==> config.mk <==
export PLATFORM = sky130hd
export DESIGN_NAME = axil_read_master
export DESIGN_NICKNAME = d
export VERILOG_FILES = /design/src/rtl/axil_pkg.sv /design/src/rtl/axil_cmd_fifo.sv /design/src/rtl/axil_read_master.sv
export SDC_FILE = /design/constraint.sdc
export NUM_CORES = 1
export LEC_CHECK = 0
export CAP_MARGIN = 20
export CELL_PAD_IN_SITES_DETAIL_PLACEMENT = 1
export CELL_PAD_IN_SITES_GLOBAL_PLACEMENT = 2
export CORE_ASPECT_RATIO = 1.5
export CORE_MARGIN = 1.5
export CORE_UTILIZATION = 30
export DETAILED_ROUTE_END_ITERATION = 8
export PLACE_DENSITY = 0.75
export SYNTH_ARGS = -nofsm -noshare
export SYNTH_HDL_FRONTEND = slang
export SYNTH_SLANG_ARGS = --single-unit
==> constraint.sdc <==
create_clock -name clk -period 2.49 [get_ports clk]
set_input_delay 0.3735 -clock clk [delete_from_list [all_inputs] [get_ports clk]]
set_output_delay 0.3735 -clock clk [all_outputs]
set_load 0.02 [all_outputs]
==> src/rtl/axil_pkg.sv <==
// Shared AXI4-Lite read-side definitions: response codes and default bus widths.
package axil_pkg;

    typedef enum logic [1:0] {
        OKAY   = 2'b00,
        EXOKAY = 2'b01,
        SLVERR = 2'b10,
        DECERR = 2'b11
    } resp_e;

    localparam int DEFAULT_WIDTH_ADDR = 32;
    localparam int DEFAULT_WIDTH_DATA = 32;

endpackage

==> src/rtl/axil_cmd_fifo.sv <==
// Command FIFO holding read addresses waiting to be issued on AR.
// Pointers carry one extra wrap bit so full and empty are distinguishable
// without a separate occupancy counter.
module axil_cmd_fifo #(
    parameter int WIDTH = 32,
    parameter int DEPTH = 4
) (
    input  logic             clk,
    input  logic             reset_n,
    input  logic             push,
    input  logic             pop,
    input  logic [WIDTH-1:0] din,
    output logic [WIDTH-1:0] head,
    output logic             full,
    output logic             empty
);

    localparam int PTR_W = $clog2(DEPTH);

    logic [WIDTH-1:0] mem [DEPTH];
    logic [PTR_W:0]   wr_ptr;
    logic [PTR_W:0]   rd_ptr;
    logic             do_push;
    logic             do_pop;

    assign empty   = (wr_ptr == rd_ptr);
    assign full    = (wr_ptr[PTR_W] != rd_ptr[PTR_W]) &&
                     (wr_ptr[PTR_W-1:0] == rd_ptr[PTR_W-1:0]);
    assign do_push = push && !full;
    assign do_pop  = pop && !empty;
    assign head    = mem[rd_ptr[PTR_W-1:0]];

    // Advance read/write pointers; natural overflow of the wrap bit gives seamless wrap-around.
    always_ff @(posedge clk or negedge reset_n) begin
        if (!reset_n) begin
            wr_ptr <= '0;
            rd_ptr <= '0;
        end else begin
            if (do_push) wr_ptr <= wr_ptr + 1'b1;
            if (do_pop)  rd_ptr <= rd_ptr + 1'b1;
        end
    end

    // Storage is data only, so it is written without reset.
    always_ff @(posedge clk) begin
        if (do_push) mem[wr_ptr[PTR_W-1:0]] <= din;
    end

endmodule

==> src/rtl/axil_read_master.sv <==
// AXI4-Lite read master: queues user read requests, issues them in order on
// AR with a cap on outstanding transactions, and registers each R response.
module axil_read_master
    import axil_pkg::*;
#(
    parameter int         WIDTH_ADDR      = DEFAULT_WIDTH_ADDR,
    parameter int         WIDTH_DATA      = DEFAULT_WIDTH_DATA,
    parameter int         CMD_DEPTH       = 4,
    parameter int         MAX_OUTSTANDING = 2,
    parameter logic [2:0] ARPROT          = 3'b000
) (
    input  logic                  clk,
    input  logic                  reset_n,
    input  logic                  read_en,
    input  logic [WIDTH_ADDR-1:0] read_addr_in,
    output logic                  cmd_full,
    output logic                  cmd_overflow,
    output logic [WIDTH_DATA-1:0] read_data_out,
    output logic [1:0]            read_response_out,
    output logic                  read_done,
    output logic                  busy,
    output logic [7:0]            err_count,
    output logic [WIDTH_ADDR-1:0] araddr,
    output logic [2:0]            arprot,
    output logic                  arvalid,
    input  logic                  arready,
    input  logic [WIDTH_DATA-1:0] rdata,
    input  logic [1:0]            rresp,
    input  logic                  rvalid,
    output logic                  rready
);

    localparam int               OUT_W   = $clog2(MAX_OUTSTANDING + 1);
    localparam logic [OUT_W-1:0] OUT_MAX = OUT_W'(MAX_OUTSTANDING);

    logic                  fifo_empty;
    logic                  fifo_full;
    logic                  push;
    logic [WIDTH_ADDR-1:0] fifo_head;
    logic [OUT_W-1:0]      outstanding;
    logic                  ar_hold;
    logic                  ar_fire;
    logic                  r_fire;

    // Saturating increment for the error counter.
    function automatic logic [7:0] sat_inc8(input logic [7:0] v);
        return (v == 8'hFF) ? v : v + 8'd1;
    endfunction

    axil_cmd_fifo #(
        .WIDTH (WIDTH_ADDR),
        .DEPTH (CMD_DEPTH)
    ) u_cmd_fifo (
        .clk     (clk),
        .reset_n (reset_n),
        .push    (push),
        .pop     (ar_fire),
        .din     (read_addr_in),
        .head    (fifo_head),
        .full    (fifo_full),
        .empty   (fifo_empty)
    );

    // Full is taken from the start-of-cycle state, so a push while full is
    // dropped even if the same edge pops an entry.
    assign cmd_full = fifo_full;
    assign push     = read_en && !fifo_full;

    // arvalid never looks at arready; ar_hold keeps a presented request up
    // until its handshake even if the outstanding limit is reached meanwhile.
    assign arvalid  = !fifo_empty && ((outstanding < OUT_MAX) || ar_hold);
    assign araddr   = fifo_head;
    assign arprot   = ARPROT;
    assign ar_fire  = arvalid && arready;

    // R beats are only accepted while something is in flight.
    assign rready   = (outstanding != '0);
    assign r_fire   = rvalid && rready;

    assign busy     = !fifo_empty || (outstanding != '0);

    // Remember that arvalid is presented but not yet accepted.
    always_ff @(posedge clk or negedge reset_n) begin
        if (!reset_n) ar_hold <= 1'b0;
        else          ar_hold <= arvalid && !arready;
    end

    // Track AR-accepted reads still waiting for their R beat.
    always_ff @(posedge clk or negedge reset_n) begin
        if (!reset_n) begin
            outstanding <= '0;
        end else if (ar_fire && !r_fire && (outstanding != OUT_MAX)) begin
            outstanding <= outstanding + OUT_W'(1);
        end else if (r_fire && !ar_fire && (outstanding != '0)) begin
            outstanding <= outstanding - OUT_W'(1);
        end
    end

    // Register completion results, status pulses and the error count.
    always_ff @(posedge clk or negedge reset_n) begin
        if (!reset_n) begin
            read_data_out     <= '0;
            read_response_out <= 2'b00;
            read_done         <= 1'b0;
            cmd_overflow      <= 1'b0;
            err_count         <= 8'd0;
        end else begin
            read_done    <= r_fire;
            cmd_overflow <= read_en && fifo_full;
            if (r_fire) begin
                read_data_out     <= rdata;
                read_response_out <= rresp;
                if (resp_e'(rresp) != OKAY) err_count <= sat_inc8(err_count);
            end
        end
    end

endmodule

Word-level counts from Yosys, hierarchy flattened --
Memories as Yosys holds them, arrays and structs flattened. Cells that the tools add are included.
Operators by class: mux-type cells 4, add/sub/neg operators 5, reductions and logical operators 24, multipliers 0, equal/unequal tests 5, magnitude comparators 1, div/mod/pow operators 0, shifts and indexed selects 0, bitwise logic cells 1
Operators with widths (count):
- logical AND 1 bit | 13
- adder 8 x 1 -> 8 bit, second input constant | 1
- == test 8 bit, second input constant | 1
- adder 3 x 1 -> 3 bit, second input constant | 2
- nonzero test 2 bit | 3
- zero test 1 bit | 5
- two-way mux 2 bit | 2
- == test 3 bit | 1
- AND reduction 3 bit | 1
- adder 2 x 1 -> 2 bit, second input constant | 1
- == test 2 bit | 1
- logical OR 1 bit | 2
- less-than comparator 2 bit, second input constant | 1
- two-way mux 1 bit | 2
- != test 2 bit, second input constant | 1
- subtractor 2 x 1 -> 2 bit, second input constant | 1
- != test 1 bit | 1
- NOT 1 bit | 1
Word-level totals: logic and storage cells 50, bits in latches 0, memories kept 1, bits in registers 53, ROM bits 0, input bits 71, RAM bits 128, output and inout port bits 83
Memories:
- u_cmd_fifo.mem | words 4, bits a word 32, read ports 1, clocked after Yosys merged registers in 0, write ports 1, RTL line axil_cmd_fifo.sv:20 | logic [WIDTH-1:0] mem [DEPTH];

Depth between registers and ports, before layout --
Gate-level depths: netlist of run 1.
word-level depth 9, mapped depth 5, depth with buffers taken out 5

By module --
A second synthesis of run 1 with hierarchy kept.
Second synthesis, totals: cells, all modules 365, area total of the unflattened synthesis 7288.2 sq um
By module, submodules not included:
- axil_cmd_fifo | area an instance 5077.4 sq um, instances 1, cells each 216, sequential area each 3993.8 sq um
- axil_read_master | area an instance 2210.9 sq um, instances 1, cells each 149, sequential area each 1176.1 sq um

Worst setup path after synthesis of run 1 --
No wires, ideal clock.
kind register to register, start point register u_cmd_fifo.rd_ptr[1], end point memory u_cmd_fifo.mem[3][0], enable pin, setup time 0.394 ns, path slack 0.287 ns, stages on the path, launching flop included 5, arrival time 1.810 ns, required time 2.096 ns, period minus slack after synthesis 2.203 ns, path buffers 1, cell sequence dfrtp_1 -> buf_4 -> xnor2_4 -> a31oi_4 -> and2_1
On the way: word-level cells in the longest chain between the ends 7
Ends and longest elaborated chain:
- start, declared | RTL line axil_cmd_fifo.sv:22 | logic [PTR_W:0] rd_ptr;
- start signal, assigned | RTL line axil_cmd_fifo.sv:40 | if (do_pop) rd_ptr <= rd_ptr + 1'b1;
- == test 2 bit * | RTL line axil_cmd_fifo.sv:28 | (wr_ptr[PTR_W-1:0] == rd_ptr[PTR_W-1:0]);
- logical AND 1 bit * | RTL line axil_cmd_fifo.sv:27 | assign full = (wr_ptr[PTR_W] != rd_ptr[PTR_W]) &&
- zero test 1 bit * | RTL line axil_cmd_fifo.sv:29, axil_read_master.sv:67
- logical AND 1 bit | RTL line axil_read_master.sv:67 | assign push = read_en && !fifo_full;
- logical AND 1 bit * | RTL line axil_cmd_fifo.sv:29 | assign do_push = push && !full;
- two-way mux 1 bit * | RTL line axil_cmd_fifo.sv:46 | if (do_push) mem[wr_ptr[PTR_W-1:0]] <= din;
- two-way mux 1 bit (not written as such) * | RTL line axil_cmd_fifo.sv:46
- end, declared | RTL line axil_cmd_fifo.sv:20
Every way passes the cells marked *; elsewhere a longest branch is shown, timed or not.

Worst setup path after layout of run 1 --
start point register u_cmd_fifo.rd_ptr[0], end point output port araddr[29]
On the way: word-level cells in the longest chain between the ends 1
Ends and longest elaborated chain:
- memory read (4 x 32 bit)
- end, declared | RTL line axil_read_master.sv:23 | output logic [WIDTH_ADDR-1:0] araddr,
No other way between the ends.

==> metrics.csv, run 1 <==
metric,value,unit
initial antenna violation count,1,
Synth cell types,39,
PortBufs,150,
DRC viols,0,
period utilization,95.1,%
status,"complete, no violations",
Max Clock Freq,422,MHz
design area,9500,um^2
Slew HR,56.0,%
GRT Resource Usage Total,13.6,%
Synth Instances,344,
Ant. Diodes,0,
Num CTS Buffers,17,
clock sink count,181,
H-tree depth,4,
Die Ht,190,um
utilization after layout,41.3,%
"Cell Area, Placed",8960,um^2
Placer Congestion,0.736,
met2 usage,25.1,%
Tot Pwr,12100,uW
core box area,23000,um^2
Inst Count DP,773,
area delta synth->final,35.8,%
Die ar.,24200,um^2
Die X,128,um
Initial Utilization,30.4,%
crit path max fanout,25,
grt met3 use,5.03,%
drt via density,4.64,
fin crit period,2.37,ns
Nets,590,
RSZ-0062 raised after global routing,false,
worst-margin pin slew,0.660,ns
Critical Path AT,1.99,ns
number of setup violations in the final report,0,
Power Density,1270,nW/um^2
"Seq/Total Area, Yosys",73.9,%
final wirelength,15400,um
Setup CP Type,reg2out,
leading area contributor after synthesis,edfxtp_1,
crit path launch type,flop,
M1 GR Usage,13.9,%
Max clock buf depth,2,
clock root buffer,clkbuf_16,
max-cap violation count,0,
largest cells by area after synthesis,"edfxtp_1, dfrtp_1, mux4_2",
fin cells,806,
"CTS clk-pin slew, worst paths",0.06,ns
largest net degree at the start of global routing,36,
# IOs,154,
final hold viol count,0,
Worst setup EP type,primary output,
detailed-route wire length per cell,19.1,um
Row Count,68,
"Slew Viols, Final",0,
setup TNS,0,ns
Avg Inst Size Synth,20.3,um^2
worst hold path class,reg2reg,
Setup Skew,0.00823,ns
synthesized area,6990,um^2
vias in the first global route,4272,
GR Overflow Total,0,
GRT Max-Usage Layer,met2,
layout cell share with drive strength beyond 1,16.9,%
Fillers,2226,
Post-DRT Antenna Nets,0,
Pleak,0.00344,uW
CTS tree,done,
Worst-Skew Late Latency,0.43,ns
first-pass GRT wire length,24400,um
Initial DRT Pass Iterations,4,
top cell type's share of synthesized area,55.0,%
DR vias,3741,
drt initial violations,134,
YS warnings,0,
number of synthesized register bits,181,
dpl hpwl,10500,um
worst vdd ir,0.602,mV
worst path required time,2.12,ns
-- what timing repair did --
| item | 4_1_cts | 5_1_grt |
|---|---|---|
| endpoints found under the setup margin | 32 | 4 |
| endpoints found under the hold margin | 25 | 0 |
| pin swaps | 0 | 1 |
| hold buffers | 1 | 0 |
| cloned | 0 | 0 |
| buffers inserted | 0 | 0 |
| resized for setup | 32 | 4 |
-- synth_stat cells --
cell type,n
nor2_1,4
and4_1,1
clkbuf_1,3
nand3_1,5
nand2_2,1
xor2_1,5
a221oi_1,1
dfrtp_1,53
nor2b_1,3
mux4_2,32
a31oi_4,2
nor3_1,1
ha_1,6
mux2_1,37
nand2_1,7
inv_1,8
nand4_1,4
or2_1,1
o21ai_0,2
o21ai_1,2
mux2_4,1
a31oi_1,1
a21oi_1,1
inv_2,1
and2_1,6
buf_2,7
conb_1,1
edfxtp_1,128
nand2b_1,1
xnor2_4,2
o221a_2,1
xnor2_2,1
and3_1,2
xnor2_1,4
a221o_1,1
a211oi_1,1
a41oi_1,1
buf_4,5
mux2i_1,1
-- kinds of logic after synthesis --
group           after synthesis  synth area share, %
flops                       181                 73.9
mux                          71                 16.6
simple gates                 36                 2.76
buf+inv                      24                 1.68
compound gates               13                 1.72
xor+xnor                     12                 2.15
fa+ha+maj                     6                 1.07
other cells                   1               0.0536
-- per-layer routing --
| metal | vias to the layer above | wire length, um |
|---|---|---|
| li1 | 1686 | - |
| met1 | 1921 | 5600 |
| met2 | 117 | 8460 |
| met3 | 15 | 1090 |
| met4 | 2 | 212 |
| met5 | - | 13 |
-- cells in the final DEF, fill, tap and decap left out, types with 4 or more instances in the layout --
cell             instances
and2_2                   4
buf_12                   8
buf_4                    4
clkbuf_16               17
clkdlybuf4s50_1        114
clkinvlp_4               4
dfrtp_1                 51
dlygate4sd2_1           32
edfxtp_1               128
ha_1                     6
inv_1                    8
inv_6                    4
mux2_1                  37
mux4_2                  32
nand2_1                  7
nand3_1                  4
nand4_1                  4
nor2_1                   4
xnor2_1                  4
xor2_1                   5
-- metrics by stage --
step	hold slack [ns]	setup WS (ns)
2_1_floorplan	0.0779	0.287
5_1_grt	0.507	0.0282
6_report	0.488	0.122
3_5_place_dp	0.452	0.299
3_3_place_gp	0.434	0.329
4_1_cts	0.496	0.00136
-- where the power goes --
part | internal (uW) | leakage (uW) | total, uW | switching (uW)
Clock | 1380 | 0.000256 | 2540 | 1150
Combinational | 2350 | 0.00138 | 4950 | 2600
Sequential | 4170 | 0.00181 | 4600 | 430
Total | 7900 | 0.00344 | 12100 | 4190
-- critical path, cell delays in order, from the launching register on --
cell and delay [ns]:
dfrtp_2 0.42, buf_12 0.25, mux4_2 0.55, dlygate4sd2_1 0.34
-- final timing paths --
kind	startpoint	end	slack, ns	cells past startpoint
worst max-delay path	u_cmd_fifo.rd_ptr[0]	araddr[29]	0.12	3
worst min-delay path	read_data_out[14]	read_data_out[14]	0.49	1
worst max register to register	u_cmd_fifo.rd_ptr[0]	u_cmd_fifo.mem[3][28]	0.49	5
worst min register to register	read_data_out[14]	read_data_out[14]	0.49	1
max in group asynchronous	reset_n	read_data_out[29]	1.30	3
min in group asynchronous	reset_n	err_count[5]	0.52	2
-- sequential cells by signal, indices dropped and copies added (netlist names) --
register,cells
read_done,1
u_cmd_fifo.wr_ptr,3
outstanding,2
ar_hold,1
err_count,8
read_response_out,2
u_cmd_fifo.rd_ptr,3
read_data_out,32
u_cmd_fifo.mem,128
cmd_overflow,1
-- area by class of cell --
| type | instances | area, um^2 | share of cell area, % |
|---|---|---|---|
| inverter | 9 | 33.8 | 0.356 |
| sequential | 181 | 5170 | 54.5 |
| tap | 280 | 350 | 3.69 |
| multi-input combinational | 141 | 1720 | 18.1 |
| clock inverter | 14 | 124 | 1.30 |
| timing repair buffer | 163 | 1660 | 17.5 |
| clock buffer | 18 | 429 | 4.52 |
Power figures use the tool's default switching activity.
==> run 2, diff against run 1 <==
--- a/config.mk
+++ b/config.mk
@@ -12,7 +12,7 @@
 export CORE_MARGIN = 1.5
 export CORE_UTILIZATION = 30
 export DETAILED_ROUTE_END_ITERATION = 8
-export PLACE_DENSITY = 0.75
+export PLACE_DENSITY = 0.63
 export SYNTH_ARGS = -nofsm -noshare
 export SYNTH_HDL_FRONTEND = slang
 export SYNTH_SLANG_ARGS = --single-unit
==> metrics.csv, run 2 (synthesis results as in run 1) <==
metric,value,unit,change
status,"complete, no violations",,
Initial Utilization,30.4,%,unchanged
detailed-route wire length per cell,19.3,um,+0.92%
max-cap violation count,0,,unchanged
Max Clock Freq,418,MHz,-0.95%
GR Overflow Total,0,,unchanged
Nets,599,,+1.5%
P_int,7910,uW,+0.17%
# IOs,154,,unchanged
Initial DRT Pass Iterations,4,,unchanged
Power Density,1280,nW/um^2,+0.77%
switching share of total power,35.3,%,+0.67 points
Die X,128,um,unchanged
clock root buffer,clkbuf_16,,
number of setup violations in the final report,0,,unchanged
fin cells,815,,+1.1%
DR top layer,met4,,
sw power,4320,uW,+3.2%
worst-margin pin slew,0.638,ns,-0.0215 ns
DR vias,3745,,+0.11%
worst vdd ir,0.623,mV,+3.5%
"CTS clk-pin slew, worst paths",0.07,ns,about the same
DRC viols,0,,unchanged
max reg flops,128,,unchanged
FF-to-FF End,u_cmd_fifo.mem[0][5],,
vias in the first global route,4314,,+0.98%
metal3 WL,960,um,-12%
met2 wire len,8270,um,-2.3%
Worst-Skew Late Latency,0.43,ns,about the same
drt via density,4.60,,-1.0%
Die ar.,24200,um^2,unchanged
Post-DRT Antenna Nets,0,,unchanged
worst path required time,2.12,ns,about the same
RR Startpoint,u_cmd_fifo.rd_ptr[0],,
H-tree depth,4,,unchanged
CP Launch Point,u_cmd_fifo.rd_ptr[0],,
Num CTS Buffers,17,,unchanged
drt initial violations,65,,-51%
RSZ-0062 raised after global routing,false,,
Placer Congestion,0.678,,-7.9%
final hold viol count,0,,unchanged
largest net degree at the start of global routing,32,,-11%
most frequent cells in the layout,"edfxtp_1, clkdlybuf4s50_1, dfrtp_1",,
CTS tree,done,,
Pleak,0.00346,uW,+0.51%
Max clock buf depth,2,,unchanged
initial antenna violation count,0,,-1
"worst slack, placed",0.235,ns,-0.0641 ns
Setup Skew,0.00705,ns,-0.00117 ns
hold path endpoint,read_data_out[0],,
Die Ht,190,um,unchanged
PnR worst setup slack,0.0996,ns,-0.0227 ns
first-pass GRT wire length,24700,um,+0.99%
Critical Path AT,2.02,ns,+0.03 ns
core box area,23000,um^2,unchanged
Worst setup EP type,primary output,,
setup TNS,0,ns,unchanged
Slew HR,57.4,%,+1.4 points
GRT Resource Usage Total,13.8,%,+0.22 points
period utilization,96.0,%,+0.91 points
Hold Path Depth,1,,unchanged
"Slew Viols, Final",0,,unchanged
worst hold path class,reg2reg,,
area delta synth->final,36.4,%,
hold path start,read_data_out[0],,
"leading cell type in the layout, fill and taps excluded",edfxtp_1,,
crit path launch type,flop,,
clock power share,21.1,%,about the same
FF-to-FF setup slack,0.58,ns,+0.09 ns
Ant. Diodes,0,,unchanged
final wirelength,15700,um,+2.0%
met1 wire length,6290,um,+12%
Setup CP Type,reg2out,,
PortBufs,150,,unchanged
Inst Count DP,776,,+0.39%
dpl hpwl,10800,um,+2.5%
Comb pwr share,41.1,%,about the same
clock sink count,181,,unchanged
layout cell share with drive strength beyond 1,19.6,%,+2.7 points
R2R depth,5,,unchanged
Row Count,68,,unchanged
crit path max fanout,12,,-52%
fin crit period,2.39,ns,+0.0227 ns
Seq pwr share,37.8,%,-0.3 points
## run 2: worst max path at each step
stage,to,depth (start not counted)
floorplan,u_cmd_fifo.mem[3][0],4
global placement,araddr[5],3
detailed placement,araddr[1],3
CTS,araddr[5],4
global route,busy,5
finish,araddr[2],4
## run 2: power by group through the flow
stage                     Sequential, uW  Clock, uW  Combinational [uW]
final                               4620       2580                5030
after global routing                4740       2770                5440
after CTS                           4640       2680                5170
after detailed placement            4770          0                5250
after global placement              4710          0                5200
after floorplan                     4980          0                2530
## run 2: repair_timing
action | 4_1_cts | 5_1_grt
buffers inserted | 6 | 0
hold buffers | 1 | 0
endpoints found under the setup margin | 35 | 14
hold endpoints to repair | 25 | 0
pin swaps | 0 | 1
gates resized for setup | 42 | 16
## run 2: final cells by class
class	count	area (um^2)
Clock buffer	18	429
Clock inverter	14	131
Fill cell	2206	13400
Inverter	9	33.8
Multi-Input combinational cell	141	1720
Sequential cell	181	5170
Tap cell	280	350
Timing Repair Buffer	172	1700
## run 2: layer usage
metal  vias up  global-route usage (%)
met5         -                       0
met4         0                    4.02
met3        12                    4.81
met2       134                    25.0
met1      1904                    15.3
li1       1695                       -
## run 2: metrics by stage
step / hold WS (ns) / utilization [%] / total power, uW / area, um^2
4_1_cts: 0.499 / 41.5 / 12500 / 9540
5_1_grt: 0.502 / 41.5 / 12900 / 9540
3_5_place_dp: 0.446 / 39.0 / 10000 / 8960
3_3_place_gp: 0.444 / 39.0 / 9910 / 8960
6_report: 0.494 / 41.5 / 12200 / 9540
2_1_floorplan: 0.0779 / - / 7510 / 7000
## run 2: worst max-delay path, stage by stage, from the launching register on
cell             delay [ns]
dfrtp_2                0.45
buf_12                 0.15
buf_12                 0.16
mux4_2                 0.51
clkdlybuf4s15_1        0.32
